File: src/rtl/phy_pd_defs.sv
// phy_pd_defs: CRC-32 constants, framer state encoding and the one-nibble CRC step
package phy_pd_defs;
  localparam logic [31:0] CRC32_POLY_REFL = 32'hEDB88320;
  localparam logic [31:0] CRC32_INIT = 32'hFFFFFFFF;
  typedef enum logic [2:0] {IDLE, DATA_LO, DATA_HI, WAIT, CRC} tx_state_t;
  function automatic logic [31:0] crc32_nib_step(input logic [31:0] crc, input logic [3:0] nib);
    logic [31:0] c;
    c = crc ^ {28'h0, nib};
    for (int i = 0; i < 4; i++) c = c[0] ? (c >> 1) ^ CRC32_POLY_REFL : c >> 1;
    return c;
  endfunction
endpackage

File: src/rtl/phy_tx_crc32_engine.sv
// phy_tx_crc32_engine: reflected CRC-32 register folding one nibble per enabled cycle
module phy_tx_crc32_engine
  import phy_pd_defs::*;
(
  input  logic        clk,
  input  logic        rst_n,
  input  logic        init,
  input  logic        en,
  input  logic [3:0]  nib,
  output logic [31:0] crc
);
  // init wins over a fold; nothing changes otherwise
  always_ff @(posedge clk or negedge rst_n)
    if (!rst_n) crc <= '0;
    else if (init) crc <= CRC32_INIT;
    else if (en) crc <= crc32_nib_step(crc, nib);
endmodule

File: src/rtl/phy_tx_crc_framer.sv
// phy_tx_crc_framer: splits payload bytes into nibbles (low first) and appends the CRC-32
module phy_tx_crc_framer
  import phy_pd_defs::*;
(
  input  logic        clk,
  input  logic        rst_n,
  input  logic        in_valid,
  output logic        in_ready,
  input  logic [7:0]  in_data,
  input  logic        in_last,
  input  logic        abort,
  output logic        out_valid,
  input  logic        out_ready,
  output logic [3:0]  out_nib,
  output logic        out_last,
  output logic        pkt_done,
  output logic [31:0] crc_value
);
  tx_state_t state, state_nxt;
  logic [7:0] byte_q;
  logic last_q;
  logic [31:0] crc, shift;
  logic [2:0] cnt;
  logic accept, hs, enter_crc;
  assign accept = in_valid && in_ready && !abort;
  assign hs = out_valid && out_ready && !abort;
  assign enter_crc = hs && state == DATA_HI && last_q;
  phy_tx_crc32_engine u_crc (
    .clk   (clk),
    .rst_n (rst_n),
    .init  (accept && state == IDLE),
    .en    (hs && (state == DATA_LO || state == DATA_HI)),
    .nib   (out_nib),
    .crc   (crc)
  );
  // state register
  always_ff @(posedge clk or negedge rst_n)
    if (!rst_n) state <= IDLE;
    else state <= state_nxt;
  // next state and handshake outputs; abort forces IDLE over any handshake
  always_comb begin
    state_nxt = state;
    in_ready = 1'b0;
    out_valid = 1'b0;
    out_nib = '0;
    out_last = 1'b0;
    case (state)
      IDLE, WAIT: begin
        in_ready = 1'b1;
        if (in_valid) state_nxt = DATA_LO;
      end
      DATA_LO: begin
        out_valid = 1'b1;
        out_nib = byte_q[3:0];
        if (out_ready) state_nxt = DATA_HI;
      end
      DATA_HI: begin
        out_valid = 1'b1;
        out_nib = byte_q[7:4];
        in_ready = out_ready && !last_q;
        if (out_ready) state_nxt = last_q ? CRC : in_valid ? DATA_LO : WAIT;
      end
      CRC: begin
        out_valid = 1'b1;
        out_nib = shift[3:0];
        out_last = cnt == 3'd7;
        if (out_ready && out_last) state_nxt = IDLE;
      end
      default: state_nxt = IDLE;
    endcase
    if (abort) state_nxt = IDLE;
  end
  // byte latch, CRC shift-out, completion pulse and reported CRC
  always_ff @(posedge clk or negedge rst_n)
    if (!rst_n) begin
      byte_q <= '0;
      last_q <= 1'b0;
      shift <= '0;
      cnt <= '0;
      pkt_done <= 1'b0;
      crc_value <= '0;
    end else begin
      pkt_done <= hs && out_last;
      if (accept) begin
        byte_q <= in_data;
        last_q <= in_last;
      end
      if (enter_crc) begin
        shift <= ~crc32_nib_step(crc, byte_q[7:4]);
        cnt <= '0;
      end else if (hs && state == CRC) begin
        shift <= shift >> 4;
        cnt <= cnt + 3'd1;
      end
      if (hs && out_last) crc_value <= ~crc;
    end
endmodule

File: config.mk
export PLATFORM = sky130hd
export DESIGN_NAME = phy_tx_crc_framer
export DESIGN_NICKNAME = d
export VERILOG_FILES = /design/src/rtl/phy_pd_defs.sv /design/src/rtl/phy_tx_crc32_engine.sv /design/src/rtl/phy_tx_crc_framer.sv
export SDC_FILE = /design/constraint.sdc
export NUM_CORES = 1
export LEC_CHECK = 0
export CORE_MARGIN = 2
export CORE_UTILIZATION = 55
export CTS_CLUSTER_DIAMETER = 150
export DETAILED_ROUTE_END_ITERATION = 6
export GPL_ROUTABILITY_DRIVEN = 0
export MAX_ROUTING_LAYER = met4
export PLACE_DENSITY_LB_ADDON = 0.1
export SYNTH_ARGS = -nofsm -noshare
export SYNTH_HDL_FRONTEND = slang
export SYNTH_HIERARCHICAL = 1
export SYNTH_SLANG_ARGS = --single-unit
export TNS_END_PERCENT = 20
File: constraint.sdc
create_clock -name clk -period 7.2 [get_ports clk]
set_input_delay 1.08 -clock clk [delete_from_list [all_inputs] [get_ports clk]]
set_output_delay 1.08 -clock clk [all_outputs]
set_load 0.005 [all_outputs]
==> out/results.tsv, run 1 <==
stage	metric	value	unit
logic_synthesis	post-synthesis sequential area ratio	50.9	%
logic_synthesis	Yosys reg bits	112	
logic_synthesis	Synth Flop Type	dfrtp_1	
route	via count	3797	
power_and_ir_drop	Lkg Pwr	2.78	nW
sta	period utilisation layout	55.9	%
cts	H-tree Lvls	3	
cts	Clk Latency, worst-skew pair	390	ps
logic_synthesis	Avg Cell Area, Syn	10.8	um^2
setup_path	CP cell instances	inv_1 > nor2_1 > a22oi_1 > o21ai_0 > clkdlybuf4s50_1	
floorplanning	I/O Pins	54	
floorplanning	Die Width	104	um
place	Post-Place Cells	672	
floorplanning	total die area	0.0108	mm^2
setup_path	crit path capture type	primary output	
setup_path	slowest stage delay, CP	700	ps
route	iteration count of the initial detailed-routing pass	4	
finish	most common cell after layout, fill and taps aside	dfrtp_1	
route	DR DRC count	0	
sta	Final setup viols	0	
setup_path	slowest CP cell	o21ai_0	
floorplanning	core box area	0.00973	mm^2
setup_path	WP data required	6120	ps
sta	RSZ-0062 raised after global routing	false	
grt	first-pass GRT wire length	20.1	mm
logic_synthesis	Netlist cell types	38	
sta	post-layout min period	4030	ps
finish	utilization after layout	65.2	%
finish	synthesis-to-layout area growth	15.1	%
grt	Tot GR Track Use	24.4	%
sta	Max-slew headroom	33.1	%
floorplanning	Starting Density	56.6	%
grt	largest net degree at the start of global routing	66	
power_and_ir_drop	Peak VDD IR	191	uV
cts	CTS Buf Count	9	
grt	vias in the first global route	3769	
finish	Total Nets Final	566	
logic_synthesis	Syn Nets	528	
cts	root buf cell	clkbuf_8	
setup_path	CP startpoint kind	register	
place	DP HPWL	8.31	mm
cts	Clock transition at path regs	110	ps
setup_path	crit-path max FO	10	
sta	Peak Freq	0.248	GHz
logic_synthesis	Mapped Area	0.00551	mm^2
floorplanning	die span in y	104	um
cts	postcts setup bufs	0	
finish	layout cells sized above 1	11.4	%
power_and_ir_drop	Power per Cell Area	346	mW/mm^2
route	DR vias/cell	5.52	
route	Antenna Nets Post-Route	0	
route	initial DRC count	240	
worst_hold_path	min-delay worst type	reg2reg	
cts	Hold Buf Count CTS	0	
logic_synthesis	Cells after Synth	512	
sta	Tightest Pin Transition	1000	ps
setup_path	CP Data Arrival Time	2950	ps
grt	antenna violations before repair	0	
floorplanning	Rows	36	
cts	post_cts resized	0	
sta	Max Slew Vio Count	0	
status	status	completed	
finish	Antenna Diode Count	0	
logic_synthesis	Syn. warnings	6	
logic_synthesis	Async S/R FF share, synth	100	%
place	Port Buf Inserts	53	
cts	Sink Count	112	
route	Total Wirelength	12.1	mm
power_and_ir_drop	total power	2.20	mW
route	WL per Instance	17.5	um
cts	Clock Tree Buf Depth	2	
setup_path	CP Class	reg2out	
cts	CTS tree	done	
run	MaxCap Viol Count	0	
grt	grt total ovfl	0	
sta	skew final	13.7	ps
sta	Hold Violations, Final	0	
logic_synthesis	EDFF count, synth	0	
finish	Final Instance Count excl. Fillers	688	
finish	most frequent cells in the layout	dfrtp_1 (112), nand2_1 (62), clkdlybuf4s50_1 (52)	
sta	Setup TNS	0	ps
area by class of cell:
type | instances | area, um^2
clock buffer | 10 | 138
clock inverter | 6 | 76.3
fill | 819 | 3390
inverter | 5 | 18.8
multi-input combinational | 364 | 2580
sequential | 112 | 2800
tap | 133 | 166
timing repair buffer | 58 | 566
per-stage QoR:
step           hold WS, ps  area, um^2  setup slack, ps
6_report               491        6340             3170
5_1_grt                525        6340             3100
3_5_place_dp           470        6130             3570
3_3_place_gp           464        6130             3620
2_1_floorplan          455        5510             4420
4_1_cts                496        6340             3240
report_power, final:
group | switching, mW | internal (mW) | total (mW)
Clock | 0.229 | 0.176 | 0.405
Sequential | 0.171 | 0.765 | 0.936
Combinational | 0.395 | 0.460 | 0.855
flip-flops by register name (all words and copies together) (netlist names):
register,cells
shift,32
crc_value,32
state,3
last_q,1
cnt,3
pkt_done,1
u_crc/crc,32
byte_q,8
worst max-delay path, delay by kind of cell (launching register included):
| kind | cells | cell delay, ps |
|---|---|---|
| compound gates | 2 | 850 |
| buf+inv | 2 | 810 |
| flops | 1 | 520 |
| simple gates | 1 | 380 |
cell usage after synthesis (6+ instances only):
cell type,instances,area (um^2)
mux2_2,9,101
mux2i_1,23,230
xor2_1,24,210
a22o_1,6,52.6
o21ai_0,51,255
xnor2_1,34,298
or2_2,12,75.1
nor2b_1,7,43.8
buf_2,7,35.0
clkbuf_1,24,90.1
a31oi_1,9,56.3
nor2_1,30,113
nand2_1,63,236
a21oi_1,33,165
a22oi_1,9,67.6
dfrtp_1,112,2800
final timing paths:
check	endpoint	cells after the start	slack, ps	startpoint
setup / recovery	out_nib[1]	5	3170	state[2]
setup reg to reg	u_crc/crc[18]	8	3990	state[2]
hold reg to reg	crc_value[26]	2	490	crc_value[26]
hold / removal	crc_value[26]	2	490	crc_value[26]
min in group asynchronous	state[2]	1	710	rst_n
max in group asynchronous	byte_q[3]	2	5270	rst_n
kinds of logic (layout without fill, tap and decap cells):
family                   after synthesis  in the layout  share of synthesized area [%]
AO/OA/AOI/OAI                        125            125                           13.5
XOR/XNOR                              75             75                           16.1
adder cells (fa/ha/maj)                2              2                          0.454
AND/OR/NAND/NOR                      130            130                           10.5
multiplexers                          32             32                           6.02
flip-flops                           112            112                           50.9
buffers and inverters                 36             79                           2.61
metal layers:
layer / GRT usage, % / share of wire (%)
met5: - / 0
met4: 4.92 / 1.0
met3: 6.20 / 4.2
met2: 35.0 / 46
met1: 35.6 / 49
(Power assumes the default switching activity.)
==> run 2, diff against run 1 <==
- CORE_UTILIZATION: 55 -> 52
- clock period: 7.2 -> 3.6 ns (I/O delays scaled with it)
==> run 2 against run 1 <==
Design area increased by 0.28%; non-clock buffer count increased by 5; wire length increased by 1.5%; sequential power increased by 100%; critical path type unchanged.
==> out/results.tsv, run 2 (synthesized netlist as in run 1, its figures left out) <==
stage	metric	value	unit
grt	Tot GR Track Use	24.1	%
floorplanning	core box area	0.0103	mm^2
finish	synthesis-to-layout area growth	15.4	%
finish	layout cells sized above 1	12.0	%
sta	Max Slew Vio Count	0	
sta	post-layout min period	3210	ps
finish	Total Nets Final	571	
route	WL per Instance	17.6	um
power_and_ir_drop	Power per Cell Area	681	mW/mm^2
cts	Clock transition at path regs	100	ps
floorplanning	Starting Density	53.4	%
finish	most common cell after layout, fill and taps aside	dfrtp_1	
finish	cell area after layout	0.00636	mm^2
finish	Antenna Diode Count	0	
floorplanning	I/O Pins	54	
worst_hold_path	min-delay worst type	in2async	
cts	postcts setup bufs	0	
finish	utilization after layout	61.6	%
route	iteration count of the initial detailed-routing pass	5	
setup_path	slowest stage delay, CP	640	ps
grt	first-pass GRT wire length	20.6	mm
cts	root buf cell	clkbuf_8	
cts	CTS tree	done	
place	DP HPWL	8.50	mm
sta	Setup TNS	0	ps
finish	most frequent cells in the layout	dfrtp_1 (112), nand2_1 (62), clkdlybuf4s50_1 (52)	
cts	CTS Buf Count	9	
sta	Max-slew headroom	34.1	%
grt	vias in the first global route	3864	
route	Antenna Nets Post-Route	0	
setup_path	CP top delay family	buffers and inverters	
setup_path	Worst Path Buf+Inv	2	
route	DR DRC count	0	
floorplanning	die span in y	107	um
power_and_ir_drop	Peak VDD IR	378	uV
setup_path	crit path capture type	primary output	
place	Port Buf Inserts	53	
sta	period utilisation layout	89.1	%
grt	grt total ovfl	0	
grt	antenna violations before repair	0	
setup_path	CP Class	reg2out	
route	DR vias/cell	5.51	
sta	Hold Violations, Final	0	
sta	Peak Freq	0.312	GHz
setup_path	WP data required	3060	ps
cts	Sink Count	112	
place	worst slack, placed	819	ps
sta	skew final	10.9	ps
finish	largest registers	crc_value: 32 flops, shift: 32 flops, u_crc/crc: 32 flops	
floorplanning	total die area	0.0114	mm^2
cts	post_cts resized	0	
setup_path	slowest CP cell	clkdlybuf4s50_1	
setup_path	CP cell instances	inv_1 > nor2_1 > a22oi_1 > o21ai_0 > clkdlybuf4s50_1	
run	MaxCap Viol Count	0	
floorplanning	Die Width	107	um
cts	Hold Buf Count CTS	0	
cts	Clock Tree Buf Depth	2	
status	status	completed	
place	DP Area	0.00618	mm^2
cts	H-tree Lvls	3	
sta	RSZ-0062 raised after global routing	false	
grt	largest net degree at the start of global routing	66	
setup_path	CP startpoint kind	register	
cts	Clk Latency, worst-skew pair	400	ps
sta	Tightest Pin Transition	986	ps
setup_path	CP Data Arrival Time	2670	ps
route	via count	3830	
setup_path	crit-path max FO	10	
sta	Final setup viols	0	
floorplanning	Rows	37	
power_and_ir_drop	Lkg Pwr	2.79	nW
sta	setup ws final	392	ps
route	initial DRC count	172	
route	Total Wirelength	12.2	mm
[run 2: worst paths after layout]
path	slack, ps	depth (start not counted)	endpoint	startpoint
setup / recovery	390	5	out_nib[0]	state[2]
hold / removal	240	1	byte_q[3]	rst_n
setup reg to reg	730	8	u_crc/crc[18]	state[2]
hold reg to reg	490	2	crc_value[26]	crc_value[26]
max in group asynchronous	2590	2	shift[5]	rst_n
min in group clk	490	2	crc_value[26]	crc_value[26]
[run 2: report_power, final]
part / total (mW) / internal [mW] / switching, mW / leakage [nW]
clock network: 0.713 / 0.273 / 0.440 / 0.0867
logic: 1.75 / 0.928 / 0.819 / 1.31
registers: 1.87 / 1.53 / 0.344 / 1.39
total: 4.33 / 2.73 / 1.60 / 2.79
[run 2: area by class of cell]
| type | instances | area (um^2) |
|---|---|---|
| repair buffers | 63 | 616 |
| inverters | 5 | 18.8 |
| clock buffers | 10 | 138 |
| clock inverters | 5 | 40.0 |
| fillers | 866 | 3960 |
| multi-input cells | 364 | 2580 |
| flip-flops and latches | 112 | 2800 |
| well taps | 136 | 170 |
[run 2: per-stage QoR]
stage | hold slack (ps) | std cells | total power, mW
floorplan | 244 | 512 | 3.18
global placement | 466 | 680 | 3.61
detailed placement | 470 | 680 | 3.63
CTS | 274 | 695 | 4.36
global route | 299 | 695 | 4.60
finish | 242 | 695 | 4.33
[run 2: routing by layer]
metal  global-route usage (%)  vias to the layer above  wire [um]  part of all wire [%]
met2                     34.8                       68       5640                    46
li1                         -                     1834          -                     -
met4                     4.55                        0        136                   1.1
met5                        -                        -          0                     0
met3                     5.29                       14        462                   3.8
met1                     35.7                     1914       5990                    49
==> run 3, diff against run 2 <==
- SETUP_SLACK_MARGIN: default -> 0.3
==> run 3 against run 2 <==
Register-to-register slack better by 70 ps; hold slack about the same; cell count unchanged; maximum frequency grew 4.7%; non-clock buffer count unchanged; flip-flop and latch count stayed put; critical endpoint is now out_nib[3].
==> out/results.tsv, run 3 (synthesized netlist as in run 1, its figures left out) <==
stage	metric	value	unit
status	status	completed	
finish	layout cells sized above 1	12.0	%
cts	post_cts resized	0	
sta	setup ws final	536	ps
setup_path	CP top delay family	buffers and inverters	
route	DR DRC count	0	
cts	CTS tree	done	
sta	Peak Freq	0.326	GHz
grt	first-pass GRT wire length	20.6	mm
power_and_ir_drop	part of the power in registers	43.2	%
route	via count	3828	
sta	period utilisation layout	85.1	%
power_and_ir_drop	Peak VDD IR	378	uV
sta	post-layout min period	3060	ps
route	initial DRC count	172	
setup_path	CP Data Arrival Time	2520	ps
setup_path	slowest stage delay, CP	510	ps
grt	antenna violations before repair	0	
finish	most common cell after layout, fill and taps aside	dfrtp_1	
setup_path	WP data required	3060	ps
cts	Clk Latency, worst-skew pair	400	ps
setup_path	crit-path max FO	10	
grt	grt total ovfl	0	
sta	Max Slew Vio Count	0	
floorplanning	Starting Density	53.4	%
grt	Tot GR Track Use	24.1	%
cts	Sink Count	112	
setup_path	Worst Path Buf+Inv	3	
finish	footprint of the multi-input gates	0.00258	mm^2
setup_path	CP startpoint kind	register	
finish	synthesis-to-layout area growth	15.4	%
worst_hold_path	min-delay worst type	in2async	
route	DR vias/cell	5.51	
sta	skew final	10.9	ps
cts	Clock Tree Buf Depth	2	
grt	largest net degree at the start of global routing	66	
sta	Hold Violations, Final	0	
setup_path	CP cell instances	inv_1 > nor2_1 > a22oi_1 > o21ai_0 > buf_4 > clkdlybuf4s50_1	
place	DP HPWL	8.50	mm
power_and_ir_drop	Lkg Pwr	2.79	nW
grt	vias in the first global route	3864	
sta	Tightest Pin Transition	986	ps
finish	largest registers	crc_value: 32 flops, shift: 32 flops, u_crc/crc: 32 flops	
power_and_ir_drop	Cell Int Power	2.73	mW
finish	Fill cells	866	
cts	Clock transition at path regs	100	ps
cts	Hold Buf Count CTS	0	
place	Port Buf Inserts	53	
route	iteration count of the initial detailed-routing pass	5	
sta	Setup TNS	0	ps
power_and_ir_drop	Sw Ratio	37.0	%
floorplanning	total die area	0.0114	mm^2
setup_path	crit path capture type	primary output	
cts	root buf cell	clkbuf_8	
sta	RSZ-0062 raised after global routing	false	
place	worst slack, placed	819	ps
power_and_ir_drop	clock group share of total power	16.5	%
finish	Reg area	0.00280	mm^2
route	Total Wirelength	12.2	mm
floorplanning	core box area	0.0103	mm^2
setup_path	slowest CP cell	dfrtp_1	
sta	Max-slew headroom	34.1	%
route	WL per Instance	17.6	um
finish	Total Nets Final	571	
cts	postcts setup bufs	0	
cts	H-tree Lvls	3	
power_and_ir_drop	Power per Cell Area	681	mW/mm^2
finish	Antenna Diode Count	0	
floorplanning	Die Width	107	um
floorplanning	die span in y	107	um
floorplanning	Rows	37	
sta	Final setup viols	0	
sta	worst hold-check slack	242	ps
power_and_ir_drop	sw power	1.60	mW
setup_path	CP Class	reg2out	
finish	most frequent cells in the layout	dfrtp_1 (112), nand2_1 (62), clkdlybuf4s50_1 (52)	
run	MaxCap Viol Count	0	
cts	CTS Buf Count	9	
setup_path	reg-to-reg setup timing slack	800	ps
floorplanning	I/O Pins	54	
power_and_ir_drop	combinational power share	40.3	%
route	Antenna Nets Post-Route	0	
finish	utilization after layout	61.6	%
-- run 3: cell counts in the layout (fill, tap and decap cells not counted) --
No cell type changed its count.
-- run 3: per-stage QoR --
| step | area [um^2] | cells | total power, mW |
|---|---|---|---|
| 2_1_floorplan | 5510 | 512 | 3.18 |
| 3_3_place_gp | 6180 | 680 | 3.61 |
| 3_5_place_dp | 6180 | 680 | 3.63 |
| 4_1_cts | 6360 | 695 | 4.36 |
| 5_1_grt | 6360 | 695 | 4.60 |
| 6_report | 6360 | 695 | 4.33 |
-- run 3: final cells by class --
class                           count  area share (%)
Inverter                            5           0.295
Clock inverter                      5           0.629
Multi-Input combinational cell    364            40.5
Timing Repair Buffer               63            9.68
Tap cell                          136            2.68
Clock buffer                       10            2.16
Sequential cell                   112            44.1
-- run 3: final timing paths --
| kind | start | endpoint | cells after the start |
|---|---|---|---|
| worst max register to register | state[2] | u_crc/crc[21] | 9 |
| min in group clk | crc_value[26] | crc_value[26] | 2 |
| worst min-delay path | rst_n | byte_q[3] | 1 |
| worst min register to register | crc_value[26] | crc_value[26] | 2 |
| max in group asynchronous | rst_n | shift[5] | 2 |
| worst max-delay path | state[2] | out_nib[3] | 6 |
-- run 3: power by group through the flow --
stage,sequential (mW),combinational (mW),clock [mW]
2_1_floorplan,1.76,1.42,0
3_3_place_gp,1.89,1.72,0
3_5_place_dp,1.89,1.74,0
4_1_cts,1.87,1.76,0.733
5_1_grt,1.91,1.91,0.786
6_report,1.87,1.75,0.713
-- run 3: per-layer routing --
| metal | track usage [%] | vias up | part of all wire, % |
|---|---|---|---|
| li1 | - | 1833 | - |
| met1 | 35.7 | 1912 | 49 |
| met2 | 34.8 | 70 | 46 |
| met3 | 5.29 | 13 | 3.8 |
| met4 | 4.55 | 0 | 1.1 |
| met5 | - | - | 0 |
